File: src/rtl/regfile_writeback.sv
// Write-side driver for the 32x32 register file: buffers write-back requests in a FIFO,
// issues one write per cycle, and runs a drain-then-clear sequence. Optional lookup port: WB_BYPASS_EN.
module regfile_writeback #(
  parameter int DEPTH = 4,
  parameter int AW    = 2
) (
  input  logic          Clk,
  input  logic          Rst,
  // Handshake: a request transfers on a rising edge where InValid && InReady.
  // InValid may be raised at any time; InReady never depends on InValid.
  input  logic          InValid,
  output logic          InReady,
  input  logic [4:0]    InRW,
  input  logic [31:0]   InW,
  input  logic          ClrReq,
  output logic          Busy,
  output logic [AW:0]   Pending,
  output logic          RegWr,
  output logic [4:0]    RW,
  output logic [31:0]   BusW,
`ifdef WB_BYPASS_EN
  input  logic [4:0]    LkR,
  output logic          LkHit,
  output logic [31:0]   LkData,
`endif
  output logic [1:0]    dbg_state
);

  typedef enum logic [1:0] {
    IDLE  = 2'd0,
    DRAIN = 2'd1,
    CLEAR = 2'd2
  } state_t;

  state_t      state, next_state;
  logic [AW:0] wr_ptr, rd_ptr, count;
  logic [4:0]  mem_rw [DEPTH];
  logic [31:0] mem_w  [DEPTH];
  logic [4:0]  clr_cnt;
  logic        empty, full, push, pop;

  assign count = wr_ptr - rd_ptr;
  assign empty = (count == '0);
  assign full  = (wr_ptr[AW] != rd_ptr[AW]) && (wr_ptr[AW-1:0] == rd_ptr[AW-1:0]);
  // Writes to R0 complete the handshake but never occupy a slot.
  assign push  = InValid && InReady && (InRW != 5'd0);
  assign pop   = (state != CLEAR) && !empty;
  assign Pending = count;

  always_ff @(posedge Clk or negedge Rst) begin
    if (!Rst) state <= IDLE;
    else      state <= next_state;
  end

  always_comb begin
    next_state = state;
    case (state)
      IDLE:    if (ClrReq) next_state = DRAIN;
      DRAIN:   if (empty) next_state = CLEAR;
      CLEAR:   if (clr_cnt == 5'd31) next_state = IDLE;
      default: next_state = IDLE;
    endcase
  end

  always_comb begin
    InReady   = Rst && (state == IDLE) && !full;
    Busy      = (state != IDLE);
    dbg_state = state;
  end

  always_ff @(posedge Clk or negedge Rst) begin
    if (!Rst) begin
      wr_ptr  <= '0;
      rd_ptr  <= '0;
      clr_cnt <= 5'd1;
    end else begin
      if (push) wr_ptr <= wr_ptr + 1'b1;
      if (pop)  rd_ptr <= rd_ptr + 1'b1;
      if (state == CLEAR) clr_cnt <= clr_cnt + 5'd1;
      else                clr_cnt <= 5'd1;
    end
  end

  always_ff @(posedge Clk) begin
    if (push) begin
      mem_rw[wr_ptr[AW-1:0]] <= InRW;
      mem_w[wr_ptr[AW-1:0]]  <= InW;
    end
  end

  // RW/BusW hold their last value when nothing issues.
  always_ff @(posedge Clk or negedge Rst) begin
    if (!Rst) begin
      RegWr <= 1'b0;
      RW    <= 5'd0;
      BusW  <= 32'd0;
    end else if (state == CLEAR) begin
      RegWr <= 1'b1;
      RW    <= clr_cnt;
      BusW  <= 32'd0;
    end else if (pop) begin
      RegWr <= 1'b1;
      RW    <= mem_rw[rd_ptr[AW-1:0]];
      BusW  <= mem_w[rd_ptr[AW-1:0]];
    end else begin
      RegWr <= 1'b0;
    end
  end

`ifdef WB_BYPASS_EN
  logic [AW-1:0] lk_idx;

  // Scan oldest to youngest so the last match wins; the issuing write is older than any entry.
  always_comb begin
    LkHit  = 1'b0;
    LkData = 32'd0;
    lk_idx = rd_ptr[AW-1:0];
    if (LkR != 5'd0) begin
      if (state == CLEAR) begin
        LkHit = 1'b1;
      end else begin
        if (RegWr && (RW == LkR)) begin
          LkHit  = 1'b1;
          LkData = BusW;
        end
        for (int i = 0; i < DEPTH; i++) begin
          lk_idx = rd_ptr[AW-1:0] + AW'(i);
          if (((AW+1)'(i) < count) && (mem_rw[lk_idx] == LkR)) begin
            LkHit  = 1'b1;
            LkData = mem_w[lk_idx];
          end
        end
      end
    end
  end
`endif

endmodule

File: config.mk
export PLATFORM = sky130hd
export DESIGN_NAME = regfile_writeback
export DESIGN_NICKNAME = d
export VERILOG_FILES = /design/src/rtl/regfile_writeback.sv
export SDC_FILE = /design/constraint.sdc
export NUM_CORES = 1
export LEC_CHECK = 0
export ABC_AREA = 1
export BUFFER_PORTS_ARGS = -buffer_cell sky130_fd_sc_hd__buf_2
export CAP_MARGIN = 25
export CORE_UTILIZATION = 29
export CTS_BUF_LIST = sky130_fd_sc_hd__clkbuf_8
export CTS_CLUSTER_SIZE = 14
export DETAILED_ROUTE_END_ITERATION = 12
export GPL_TIMING_DRIVEN = 1
export HOLD_SLACK_MARGIN = 0.05
export PLACE_DENSITY = 0.54
export SLEW_MARGIN = 20
export SYNTH_ARGS = -nofsm -noshare
export SYNTH_HDL_FRONTEND = slang
export SYNTH_SLANG_ARGS = --single-unit
File: constraint.sdc
create_clock -name Clk -period 6 [get_ports Clk]
set_input_delay 0.6 -clock Clk [delete_from_list [all_inputs] [get_ports Clk]]
set_output_delay 0.6 -clock Clk [all_outputs]
set_load 0.02 [all_outputs]
Word-level counts from Yosys, hierarchy flattened. Memories as Yosys holds them, arrays and structs flattened. Index checks and enable logic that the tools add are counted.

Register bits: 51. Memory bits (writable): 148. Input port bits: 41. Output and inout port bits: 45. Memories: 2. Word-level logic and storage cells: 49.

Memory list: mem_w (depth 4, bits a word 32, rd ports 1, clocked after memory_dff 0, write ports 1, line 38) `logic [31:0] mem_w [DEPTH];`; mem_rw (depth 4, bits a word 5, rd ports 1, clocked after memory_dff 0, write ports 1, line 37) `logic [4:0] mem_rw [DEPTH];`.

Multiplexer cells: 13. Equality and inequality tests: 9. Reduce and logical (&&, ||, !) cells: 14. Add/sub/neg operators: 4.

Operators with widths (number): 2-to-1 mux 32 bit (2); 2-to-1 mux 5 bit (3); inequality test 2 bit (second input constant) (4); adder 3 x 1 -> 3 bit (second input constant) (2); logical AND 1 bit (6); 2-to-1 mux 2 bit (3); case mux 2 bit (3 select lines) (1); adder 5 x 1 -> 5 bit (second input constant) (1); equality test 5 bit (second input constant) (1); nonzero test 5 bit (1); 2-to-1 mux 1 bit (4); nonzero test 2 bit (2); zero test 3 bit (1); AND reduction 3 bit (1); subtractor 3 bit (1); equality test 2 x 1 -> 1 bit (second input constant) (1); equality test 2 bit (1); equality test 2 bit (second input constant) (1); zero test 1 bit (2); zero test 2 bit (1); inequality test 1 bit (1).

Longest topological paths before layout. Gate-level depths: netlist (run 1).

Depth in word-level cells: 8. Gate-level depth with buffers: 10.

Least setup slack after synthesis (run 1). Ideal clock, no wire load.

Kind: register to register. From: register rd_ptr[1]. To: memory mem_rw[0][0], enable pin. Setup slack: 2553 ps. Arrival: 3016 ps. Data required time: 5569 ps. Period minus slack after synthesis: 3447 ps. Cell stages (with the launch flop): 9. Cells stage by stage: dfrtp_1 > inv_1 > clkbuf_1 > ha_1 > nand2_1 > o21ai_2 > nor2_1 > inv_1 > nor2_1.

Word-level cells in the longest chain between the ends: 8.

Ends and longest elaborated chain: start, declared (line 36) `logic [AW:0] wr_ptr, rd_ptr, count;`; start signal, assigned (line 78) `if (pop) rd_ptr <= rd_ptr + 1'b1;`; equality test 2 bit (line 44) `assign full = (wr_ptr[AW] != rd_ptr[AW]) && (wr_ptr[AW-1:0] == rd_ptr[AW-1:0]);`; logical AND 1 bit (line 44); zero test 1 bit (line 66) `InReady = Rst && (state == IDLE) && !full;`; logical AND 1 bit (line 66); logical AND 1 bit (2 in series) (line 46) `assign push = InValid && InReady && (InRW != 5'd0);`; 2-to-1 mux 1 bit (line 85) `if (push) begin`; 2-to-1 mux 1 bit (not written as such) (line 86) `mem_rw[wr_ptr[AW-1:0]] <= InRW;`; end, declared (line 37).

Every way passes these cells.

Worst setup path in the final report (run 1).
From: register rd_ptr[0]. To: output port Pending[2].

Word-level cells in the longest chain between the ends: 1.

Ends and longest elaborated chain: subtractor 3 bit (line 42) `assign count = wr_ptr - rd_ptr;`; end, declared (line 17) `output logic [AW:0] Pending,`.

Every way passes these cells.

==> summary.txt, run 1 <==
Place
  – GP Congestion: 0.767
  – Placed cell area: 0.00923 mm²
  – Hpwl dp: 11700 µm
  – I/O Buffers: 85

Power
  – Power Density: roughly 480 mW/mm²
  – VDD IR max: 300 µV
  – Flop pwr share: 40.8%
  – Sw frac: 42.5%
  – Comb pwr share: 41.5%
  – Clk pwr share: about 18%
  – Internal power: 2670 µW
  – Psw: 1970 µW
  – Leakage: 0.00411 µW

STA
  – Final Slew Violations: 0
  – Setup TNS: 0 ns
  – Fin. Hold Viols: 0
  – Max Clock Freq: 291 MHz
  – Final setup viols: 0
  – Unrepaired setup endpoints after global routing: false
  – Max transition margin: 44.1%
  – Worst Tran Pin Value: 0.838 ns
  – Min Clock Period, post-route: 3.43 ns
  – Tcrit/Tclk final: between 50% and 60%
  – Max Clock Skew: roughly 0.018 ns

Critical path
  – Critical path peak fanout: 22
  – Critical path's most frequent cell: inv_1
  – CP max stage delay: 0.60 ns
  – Crit path DAT: 2.83 ns
  – R2R Setup Slk: ~2.8 ns
  – Cell Chain, Critical Path: ha_1 -> fa_1 -> inv_1 -> nand2_1 -> nand2_2 -> buf_4 -> inv_1 -> buf_2
  – Worst setup SP type: flip-flop
  – Critical path class: flip-flop to output pin
  – Reg2reg end: mem_w[1][26]
  – Worst setup EP type: output pin
  – WP data required: 5.40 ns
  – R2R depth: 8
  – Worst reg2reg path startpoint: rd_ptr[1]
  – CP max stage cell: dfrtp_1

Route
  – DRC violations left: 0
  – DRT iter0 DRCs: 358
  – Routed Wire Length: 18400 µm
  – Post-DR wirelength/cell: between 15 and 20 µm
  – Final ANT Viol Nets: 0
  – Pre-antenna DRT Iters: 4
  – Via count: between 5000 and 6000
  – DR vias/cell: around 4.5

Outcome
  – Outcome: complete, no violations

Global route
  – Vias in the first global route: 5089
  – Initial antenna violation count: 0
  – Pin count of the biggest net entering global routing: 64
  – GRT Total Usage: 13.2%
  – Total global routing overflow: 0
  – First-pass GRT wire length: 29100 µm

Layout
  – Cell area after layout: 0.00960 mm²
  – Nets: 867
  – Filler instances: 2868
  – Commonest cells after routing, fill and taps aside: nand2_1 (205), edfxtp_1 (148), inv_1 (107), buf_2 (85), o211ai_1 (64)
  – Synthesis-to-layout area growth: 14.6%
  – ANT cells: 0
  – Layout cell share with drive strength beyond 1: 16.8%
  – Commonest non-fill, non-tap cell in the layout: nand2_1

CTS
  – Post-CTS resize count: 0
  – Htree depth: 4
  – CTS tree: yes
  – TritonCTS Buffers: 17
  – Clock-pin slew on the worst setup and hold paths: 0.11 ns
  – Post-CTS setup buffers: 0
  – Hold_buf cts: 0
  – Clock root buffer: clkbuf_8
  – Clock sinks: between 150 and 200
  – Clk buf depth: 2
  – Clock latency on the worst-skew pair: 0.48 ns

Floorplan
  – Die H: between 150 and 200 µm
  – Core Region: between 0.02 and 0.03 mm²
  – Row count: 61
  – Die X: 172 µm
  – IO Count: 86
  – Die area: around 0.030 mm²
  – Starting Density: 29.8%

Job
  – MaxCap Viol Count: 0

Synthesis
  – Synthesized area per cell: 11.2 µm²
  – Post-synthesis cell count: 745
  – Cell area after synthesis: 0.00838 mm²
  – Yosys reg bits: between 150 and 200
  – Synth warnings: 0
  – Syn_nets: 796
  – Number of distinct library cells after synthesis: 24
  – Seq/Total Area, Yosys: 68.3%

Worst hold path
  – Worst Hold Class: input port to asynchronous set/reset pin
per-layer routing:
layer  track usage (%)  wire length (µm)  vias to the layer above
met5                 0                 0                        -
met4              3.54               165                        0
met1              17.9              8790                     2602
met3              3.75               878                       10
met2              20.7              8540                       94
li1                  -                 -                     2685
through the flow:
| stage | hold WS (ns) | instances | util (%) | setup slack (ns) | total power, µW |
|---|---|---|---|---|---|
| 2_1_floorplan | 0.304 | 745 | - | 2.55 | 3320 |
| 3_3_place_gp | 0.493 | 1172 | 32.6 | 2.52 | 3860 |
| 3_5_place_dp | 0.501 | 1175 | 32.8 | 2.68 | 3900 |
| 4_1_cts | 0.285 | 1207 | 34.2 | 2.49 | 4720 |
| 5_1_grt | 0.295 | 1207 | 34.2 | 2.29 | 5050 |
| 6_report | 0.268 | 1207 | 34.2 | 2.57 | 4650 |
power by group through the flow:
stage | clock network [µW] | registers, µW | logic, µW
after floorplan | 0 | 2010 | 1320
after global placement | 0 | 1930 | 1930
final | 822 | 1890 | 1930
after CTS | 846 | 1900 | 1980
after global routing | 911 | 1930 | 2210
after detailed placement | 0 | 1930 | 1970
synthesized netlist by cell type, drive strengths merged:
master	number	area, µm²
nand2	208	786
edfxtp	148	4440
inv	106	398
o211ai	64	480
dfrtp	50	1250
nand3	49	258
nand4	38	238
buf	32	186
nor2	13	48.8
clkbuf	12	45.0
ha	9	113
o21ai	8	43.8
a21oi	2	10.0
xor2	2	17.5
dfstp	1	26.3
fa	1	20.0
nand3b	1	7.51
or2	1	6.26
worst max-delay path by stage:
stage | startpoint | endpoint | slack, ns
floorplan | rd_ptr[1] | mem_rw[0][0] | 2.55
global placement | Rst | mem_w[3][4] | 2.52
detailed placement | Rst | mem_w[1][9] | 2.68
CTS | rd_ptr[1] | Pending[2] | 2.49
global route | rd_ptr[1] | Pending[2] | 2.29
finish | rd_ptr[0] | Pending[2] | 2.57
cell families (layout without fill, tap and decap cells):
logic type | Yosys count | after routing | share of synthesized area [%]
and+or+nand+nor | 310 | 310 | 16.0
adders and majority gates | 10 | 10 | 1.58
buffers and inverters | 150 | 234 | 7.51
AOI/OAI and AO/OA | 74 | 74 | 6.38
xor gates and xnor gates | 2 | 2 | 0.209
DFF | 199 | 199 | 68.3
final cells by class:
class | count | area [µm²] | share of cell area [%]
sequential | 199 | 5720 | 59.6
multi-input combinational | 396 | 2060 | 21.5
tap | 378 | 473 | 4.93
inverter | 106 | 400 | 4.17
timing repair buffer | 96 | 568 | 5.92
clock buffer | 20 | 275 | 2.87
clock inverter | 12 | 100 | 1.04
flip-flops by register name (all words and copies together) (netlist names):
name and count:
rd_ptr 3, dbg_state 2, RegWr 1, clr_cnt 5, wr_ptr 3, RW 5, mem_w 128, mem_rw 20
BusW 32
critical path, delay by kind of cell (launching register included):
family	cells	cell delay [ns]
adders and majority gates	2	0.71
DFF	1	0.60
buffers and inverters	4	0.67
and+or+nand+nor	2	0.37
(Power assumes the default switching activity.)
==> run 2, diff against run 1 <==
--- a/config.mk
+++ b/config.mk
@@ -14,7 +14,7 @@
 export DETAILED_ROUTE_END_ITERATION = 12
 export GPL_TIMING_DRIVEN = 1
 export HOLD_SLACK_MARGIN = 0.05
-export PLACE_DENSITY = 0.54
+export PLACE_DENSITY = 0.56
 export SLEW_MARGIN = 20
 export SYNTH_ARGS = -nofsm -noshare
 export SYNTH_HDL_FRONTEND = slang
==> constraint.sdc (replaced) <==
create_clock -name Clk -period 3.08 [get_ports Clk]
set_input_delay 0.308 -clock Clk [delete_from_list [all_inputs] [get_ports Clk]]
set_output_delay 0.308 -clock Clk [all_outputs]
set_load 0.02 [all_outputs]
==> run 2 against run 1 <==
Against the previous run: cell area rose by 3.1%; combinational power rose by 110%; global-route usage about the same; die area unchanged; sequential power is 92% higher; power increased by 96%; setup slack got worse by 2.1 ns; first-iteration DRC count down 9.5%; clock power rose by 84%; critical path depth unchanged; clock-buffer cell count decreased by 3.
==> summary.txt, run 2 (synthesis gave the netlist of run 1 again) <==
Outcome
  – Outcome: complete, no violations

Route
  – Uppermost layer routed: met4
  – Final ANT Viol Nets: 0
  – Metal-1 WL: 9040 µm
  – Pre-antenna DRT Iters: 4
  – DRC violations left: 0
  – DRT iter0 DRCs: roughly 320
  – WL met2: 8880 µm
  – Met3 WL: 784 µm
  – Post-DR wirelength/cell: about 15 µm
  – Via count: around 5500
  – DR vias/cell: 4.43
  – Routed Wire Length: about 19000 µm

Critical path
  – CP top delay family: adder cells
  – Critical path peak fanout: 14
  – Cell Chain, Critical Path: inv_1 -> ha_1 -> fa_1 -> inv_1 -> nand2_1 -> nand2_2 -> inv_1 -> buf_2
  – Crit path DAT: 2.30 ns
  – R2R depth: 9
  – Critical path class: flip-flop to output pin
  – Critical Path Start: wr_ptr[0]
  – Critical path's most frequent cell: inv_1
  – Worst reg2reg path startpoint: wr_ptr[0]
  – CP max stage cell: fa_1
  – CP Buf/Inv Count: 4
  – WP data required: around 2.8 ns
  – Worst setup EP type: output pin
  – R2R Setup Slk: between 0.7 and 0.8 ns
  – Worst setup SP type: flip-flop
  – CP max stage delay: 0.42 ns
  – Reg2reg end: RW[1]

Floorplan
  – Die area: about 0.03 mm²
  – Row count: 61
  – IO Count: 86
  – Core Region: 0.0281 mm²
  – Die H: 172 µm
  – Die X: ~170 µm
  – Starting Density: between 20 and 30%

STA
  – Max transition margin: 52.8%
  – Final Slew Violations: 0
  – Max Clock Skew: 0.0126 ns
  – Worst Tran Pin Value: 0.708 ns
  – Fin. Hold Viols: 0
  – Max Clock Freq: approximately 380 MHz
  – Tcrit/Tclk final: 84.7%
  – Final setup viols: 0
  – Unrepaired setup endpoints after global routing: false
  – Min Clock Period, post-route: 2.61 ns

Job
  – MaxCap Viol Count: 0

CTS
  – Clock latency on the worst-skew pair: ~0.46 ns
  – Clk buf depth: 2
  – CTS tree: yes
  – Clock sinks: 199
  – Post-CTS setup buffers: 0
  – TritonCTS Buffers: 17
  – Htree depth: 4
  – Clock-pin slew on the worst setup and hold paths: 0.10 ns
  – Clock root buffer: clkbuf_8

Place
  – I/O Buffers: 85
  – Hpwl dp: 11800 µm
  – GP Congestion: 0.759
  – Placed cell area: ~0.0093 mm²

Worst hold path
  – Hold worst-path end: mem_w[0][27]
  – Hold path cells: 1
  – Worst Hold Class: input port to flip-flop
  – Worst Hold Launch: InW[27]

Global route
  – First-pass GRT wire length: 29300 µm
  – Pin count of the biggest net entering global routing: around 60
  – Initial antenna violation count: 0
  – Vias in the first global route: between 5000 and 6000
  – Total global routing overflow: 0
  – GRT Total Usage: between 10% and 20%

Power
  – Internal power: 5160 µW
  – Power Density: 920 mW/mm²
  – Comb pwr share: approximately 44%
  – Leakage: between 0.004 and 0.005 µW
  – VDD IR max: around 340 µV
  – Psw: 3940 µW
  – Tot Pwr: about 9000 µW
  – Sw frac: 43.3%
  – Clk pwr share: between 10% and 20%
  – Flop pwr share: 39.8%

Layout
  – Synthesis-to-layout area growth: 18.1%
  – Commonest non-fill, non-tap cell in the layout: nand2_1
  – ANT cells: 0
  – Nets: 903
  – Layout cell share with drive strength beyond 1: ~17%
  – Cell area after layout: 0.00990 mm²
  – Commonest cells after routing, fill and taps aside: nand2_1 (205), edfxtp_1 (148), inv_1 (103), buf_2 (85), o211ai_1 (64)
  – Max reg flops: 128
run 2: repair_timing:
action | CTS | global route
endpoints found under the hold margin | 118 | 0
gates resized for setup | 0 | 0
hold buffers | 27 | 0
run 2: per-layer routing:
metal	track usage (%)	up-vias
met1	18.6	2631
met3	2.79	12
met5	0	-
met4	3.16	0
li1	-	2759
met2	21.0	107
run 2: worst max-delay path by stage:
stage          slack, ns      endpoint  cells past startpoint
2_1_floorplan      -0.37  mem_rw[0][0]                      8
3_3_place_gp        0.78         RW[1]                      9
3_5_place_dp        0.75      BusW[27]                      9
4_1_cts             0.41    Pending[2]                      8
5_1_grt             0.30    Pending[2]                      8
6_report            0.47    Pending[2]                      8
run 2: through the flow:
step	setup TNS, ns	setup slack [ns]	util [%]	cells	hold WS, ns
finish	0	0.471	35.2	1243	0.0837
global route	0	0.301	35.2	1243	0.0542
CTS	0	0.411	35.2	1243	0.0541
detailed placement	0	0.751	33.0	1184	0.483
global placement	0	0.782	33.0	1184	0.481
floorplan	-54.32	-0.367	-	745	0.0124
run 2: power groups by stage:
stage / Clock (µW) / Sequential (µW) / Combinational (µW)
after floorplan: 0 / 3910 / 2560
after detailed placement: 0 / 3690 / 4000
after CTS: 1560 / 3630 / 4040
final: 1510 / 3620 / 3960
after global placement: 0 / 3690 / 3970
after global routing: 1680 / 3660 / 4480
run 2: area by class of cell:
| cell class | count | area (µm²) |
|---|---|---|
| repair buffers | 132 | 883 |
| fillers | 2875 | 18200 |
| inverters | 106 | 400 |
| flip-flops and latches | 199 | 5720 |
| clock inverters | 15 | 116 |
| clock buffers | 17 | 234 |
| multi-input cells | 396 | 2070 |
| well taps | 378 | 473 |
==> run 3, diff against run 2 <==
--- a/config.mk
+++ b/config.mk
@@ -5,7 +5,7 @@
 export SDC_FILE = /design/constraint.sdc
 export NUM_CORES = 1
 export LEC_CHECK = 0
-export ABC_AREA = 1
+export ABC_AREA = 0
 export BUFFER_PORTS_ARGS = -buffer_cell sky130_fd_sc_hd__buf_2
 export CAP_MARGIN = 25
 export CORE_UTILIZATION = 29
==> constraint.sdc (replaced) <==
create_clock -name Clk -period 2.2 [get_ports Clk]
set_input_delay 0.22 -clock Clk [delete_from_list [all_inputs] [get_ports Clk]]
set_output_delay 0.22 -clock Clk [all_outputs]
set_load 0.02 [all_outputs]
==> run 3 against run 2 <==
Against the previous run: power rose by 38%; highest routed layer unchanged; critical path type unchanged; setup slack worse by 0.41 ns; sequential power up 38%; die area is 9.4% lower; largest power group unchanged.
==> summary.txt, run 3 <==
Outcome
  – Outcome: complete, no violations

CTS
  – TritonCTS Buffers: 17
  – Clk buf depth: 2
  – Htree depth: 4
  – Clock sinks: 199
  – Clock latency on the worst-skew pair: 0.45 ns
  – Clock-pin slew on the worst setup and hold paths: 0.10 ns
  – CTS tree: yes
  – Clock root buffer: clkbuf_8

Synthesis
  – Post-synth EDFFs: 148
  – Synth top area share: between 50% and 60%
  – Cell area after synthesis: between 0.007 and 0.008 mm²
  – Number of distinct library cells after synthesis: 32
  – Most numerous cell in the Yosys netlist: edfxtp_1
  – Simple-gate share of the synthesized area: 5.49%
  – Synth warnings: 0
  – Synth Area in Adders: 1.75%
  – Synth top area cells: edfxtp_1 (59%), dfrtp_1 (16%), mux4_2 (11%)
  – FFs w/ async S/R, synth: 25.6%
  – Compound-cell area share of the yosys netlist: 2.99%
  – Seq/Total Area, Yosys: roughly three quarters
  – Post-synthesis cell count: 428
  – Main combinational cell family by area after synthesis: multiplexers
  – Synth area leader: edfxtp_1
  – Mux cell area share after synthesis: 11.3%
  – Xor/xnor cell area share of the yosys netlist: 1.12%
  – Syn_nets: 479
  – Leading post-synthesis cells by instance count: edfxtp_1 (148), nand2_1 (73), dfrtp_1 (50)
  – Synthesized area per cell: between 15 and 20 µm²
  – Yosys reg bits: 199
  – Ys flop type: edfxtp_1

Job
  – MaxCap Viol Count: 0

Critical path
  – CP max stage delay: 0.44 ns
  – Worst setup SP type: flip-flop
  – CP max stage cell: dfrtp_2
  – Critical path peak fanout: 2
  – WP data required: 1.98 ns
  – Crit path DAT: 1.92 ns
  – Worst setup EP type: output pin
  – Worst reg2reg path startpoint: rd_ptr[0]
  – Cell Chain, Critical Path: ha_4 -> fa_2 -> xor3_2 -> buf_6 -> buf_6
  – Reg2reg end: rd_ptr[1]
  – Critical path's most frequent cell: buf_6
  – R2R depth: 6
  – R2R Setup Slk: around 0.080 ns
  – Critical path class: flip-flop to output pin

STA
  – WHS: between 0.4 and 0.5 ns
  – Fin. Hold Viols: 0
  – Tcrit/Tclk final: 97.1%
  – Unrepaired setup endpoints after global routing: true
  – Min Clock Period, post-route: 2.14 ns
  – Max Clock Skew: 0.0155 ns
  – Final setup viols: 0
  – Worst Tran Pin Value: 0.839 ns
  – Final Slew Violations: 0
  – Max transition margin: between 40 and 50%
  – Fin worst setup slack: 0.0632 ns
  – Max Clock Freq: 468 MHz

Floorplan
  – Core Region: 0.0254 mm²
  – IO Count: 86
  – Die area: roughly 0.027 mm²
  – Row count: 58
  – Die H: 164 µm
  – Starting Density: 29.9%
  – Die X: 164 µm

Global route
  – Vias in the first global route: 4473
  – Initial antenna violation count: 0
  – GR Util met3: 3.06%
  – GRT Total Usage: between 10 and 15%
  – Pin count of the biggest net entering global routing: 52
  – Global routing's busiest layer: met2
  – Total global routing overflow: 0
  – First-pass GRT wire length: approximately 25000 µm
  – M1 GR Usage: around 16%
  – Met2 Resource Use GR: 21.9%

Layout
  – Max reg flops: 128
  – Commonest cells after routing, fill and taps aside: edfxtp_1 (148), buf_2 (83), nand2_1 (72), dfrtp_1 (48), a21oi_1 (40)
  – ANT cells: 0
  – Commonest non-fill, non-tap cell in the layout: edfxtp_1
  – Nets: 629
  – Layout cell share with drive strength beyond 1: 33.5%
  – Filler instances: 2412
  – Synthesis-to-layout area growth: 25.3%
  – Final Non-Filler Cells: 921

Worst hold path
  – Worst Hold Class: input port to flip-flop
  – Hold worst-path end: wr_ptr[0]
  – Worst Hold Launch: InValid
  – Hold path cells: 6

Route
  – Via count: between 4000 and 5000
  – Final ANT Viol Nets: 0
  – Routed Wire Length: around 16000 µm
  – Post-DR wirelength/cell: 17.7 µm
  – DRT iter0 DRCs: 242
  – DRC violations left: 0
  – Pre-antenna DRT Iters: 4
  – DR vias/cell: 4.49

Place
  – GP Congestion: 0.763
  – I/O Buffers: between 80 and 90
  – Dpl ws: between 0.06 and 0.07 ns
  – Placed Cells: about 850
  – Hpwl dp: 10200 µm

Power
  – Leakage: 0.00352 µW
  – VDD IR max: 785 µV
  – Power Density: between 1000 and 1500 mW/mm²
==> run 3: cell count changes in the layout (fill, tap and decap cells not counted), sizes merged, moves of 7 or more <==
cell,delta
dlygate4sd3,+12
mux4,+37
o211ai,-63
a21oi,+38
buf,+8
nand2,-135
o21ai,-7
nand3,-44
inv,-100
nand4,-38
==> run 3: power breakdown <==
group | switching [µW] | internal (µW) | leakage [µW] | total [µW]
registers | 307 | 4670 | 0.00194 | 4980
logic | 3010 | 2300 | 0.00137 | 5300
clock network | 1250 | 1030 | 0.000203 | 2280
==> run 3: worst max-delay path by stage <==
stage / slack, ns / startpoint / endpoint / depth (start not counted)
CTS: 0.002 / wr_ptr[0] / Pending[1] / 6
floorplan: -0.40 / rd_ptr[1] / mem_rw[3][0] / 7
finish: 0.06 / rd_ptr[0] / Pending[2] / 5
detailed placement: 0.06 / wr_ptr[0] / rd_ptr[1] / 7
global placement: 0.1 / wr_ptr[0] / rd_ptr[1] / 7
global route: -0.03 / wr_ptr[0] / Pending[2] / 6
==> run 3: routing by layer <==
layer,share of wire (%),up-vias
met1,45,2138
met2,51,80
met5,0,-
li1,-,1905
met4,0.98,0
met3,3.5,10
==> run 3: through the flow <==
| step | cell area, µm² | power [µW] | setup TNS [ns] | utilization (%) |
|---|---|---|---|---|
| 6_report | 9500 | 12600 | 0 | 37.4 |
| 5_1_grt | 9500 | 13300 | -0.0374 | 37.4 |
| 4_1_cts | 9480 | 12700 | 0 | 37.3 |
| 2_1_floorplan | 7630 | 8500 | -18.75 | - |
| 3_5_place_dp | 8690 | 10300 | 0 | 34.2 |
| 3_3_place_gp | 8690 | 10200 | 0 | 34.2 |
==> run 3: cell type report <==
type | instances | area (µm²) | area share (%)
clock buffers | 18 | 248 | 2.61
well taps | 330 | 413 | 4.35
inverters | 8 | 30.0 | 0.316
repair buffers | 152 | 1170 | 12.3
flip-flops and latches | 199 | 5720 | 60.3
multi-input cells | 200 | 1780 | 18.7
clock inverters | 14 | 138 | 1.45
==> run 3: cell families after synthesis <==
| kind of cell | Yosys count |
|---|---|
| compound gates | 44 |
| xor+xnor | 8 |
| fa+ha+maj | 10 |
| buf+inv | 29 |
| flops | 199 |
| mux | 39 |
| simple gates | 99 |
==> run 3: timing repair <==
| action | CTS | global route |
|---|---|---|
| pin swaps | 0 | 2 |
| hold buffers | 39 | 0 |
| endpoints found under the setup margin | 1 | 4 |
| hold endpoints to repair | 199 | 0 |
| resized for setup | 5 | 5 |
| setup buffers | 0 | 1 |
==> run 3: critical path: cells and delay by family, from the launching register on <==
kind       cells  cell delay [ns]
fa+ha+maj      2             0.51
flops          1             0.44
buf+inv        2             0.27
xor+xnor       1             0.25
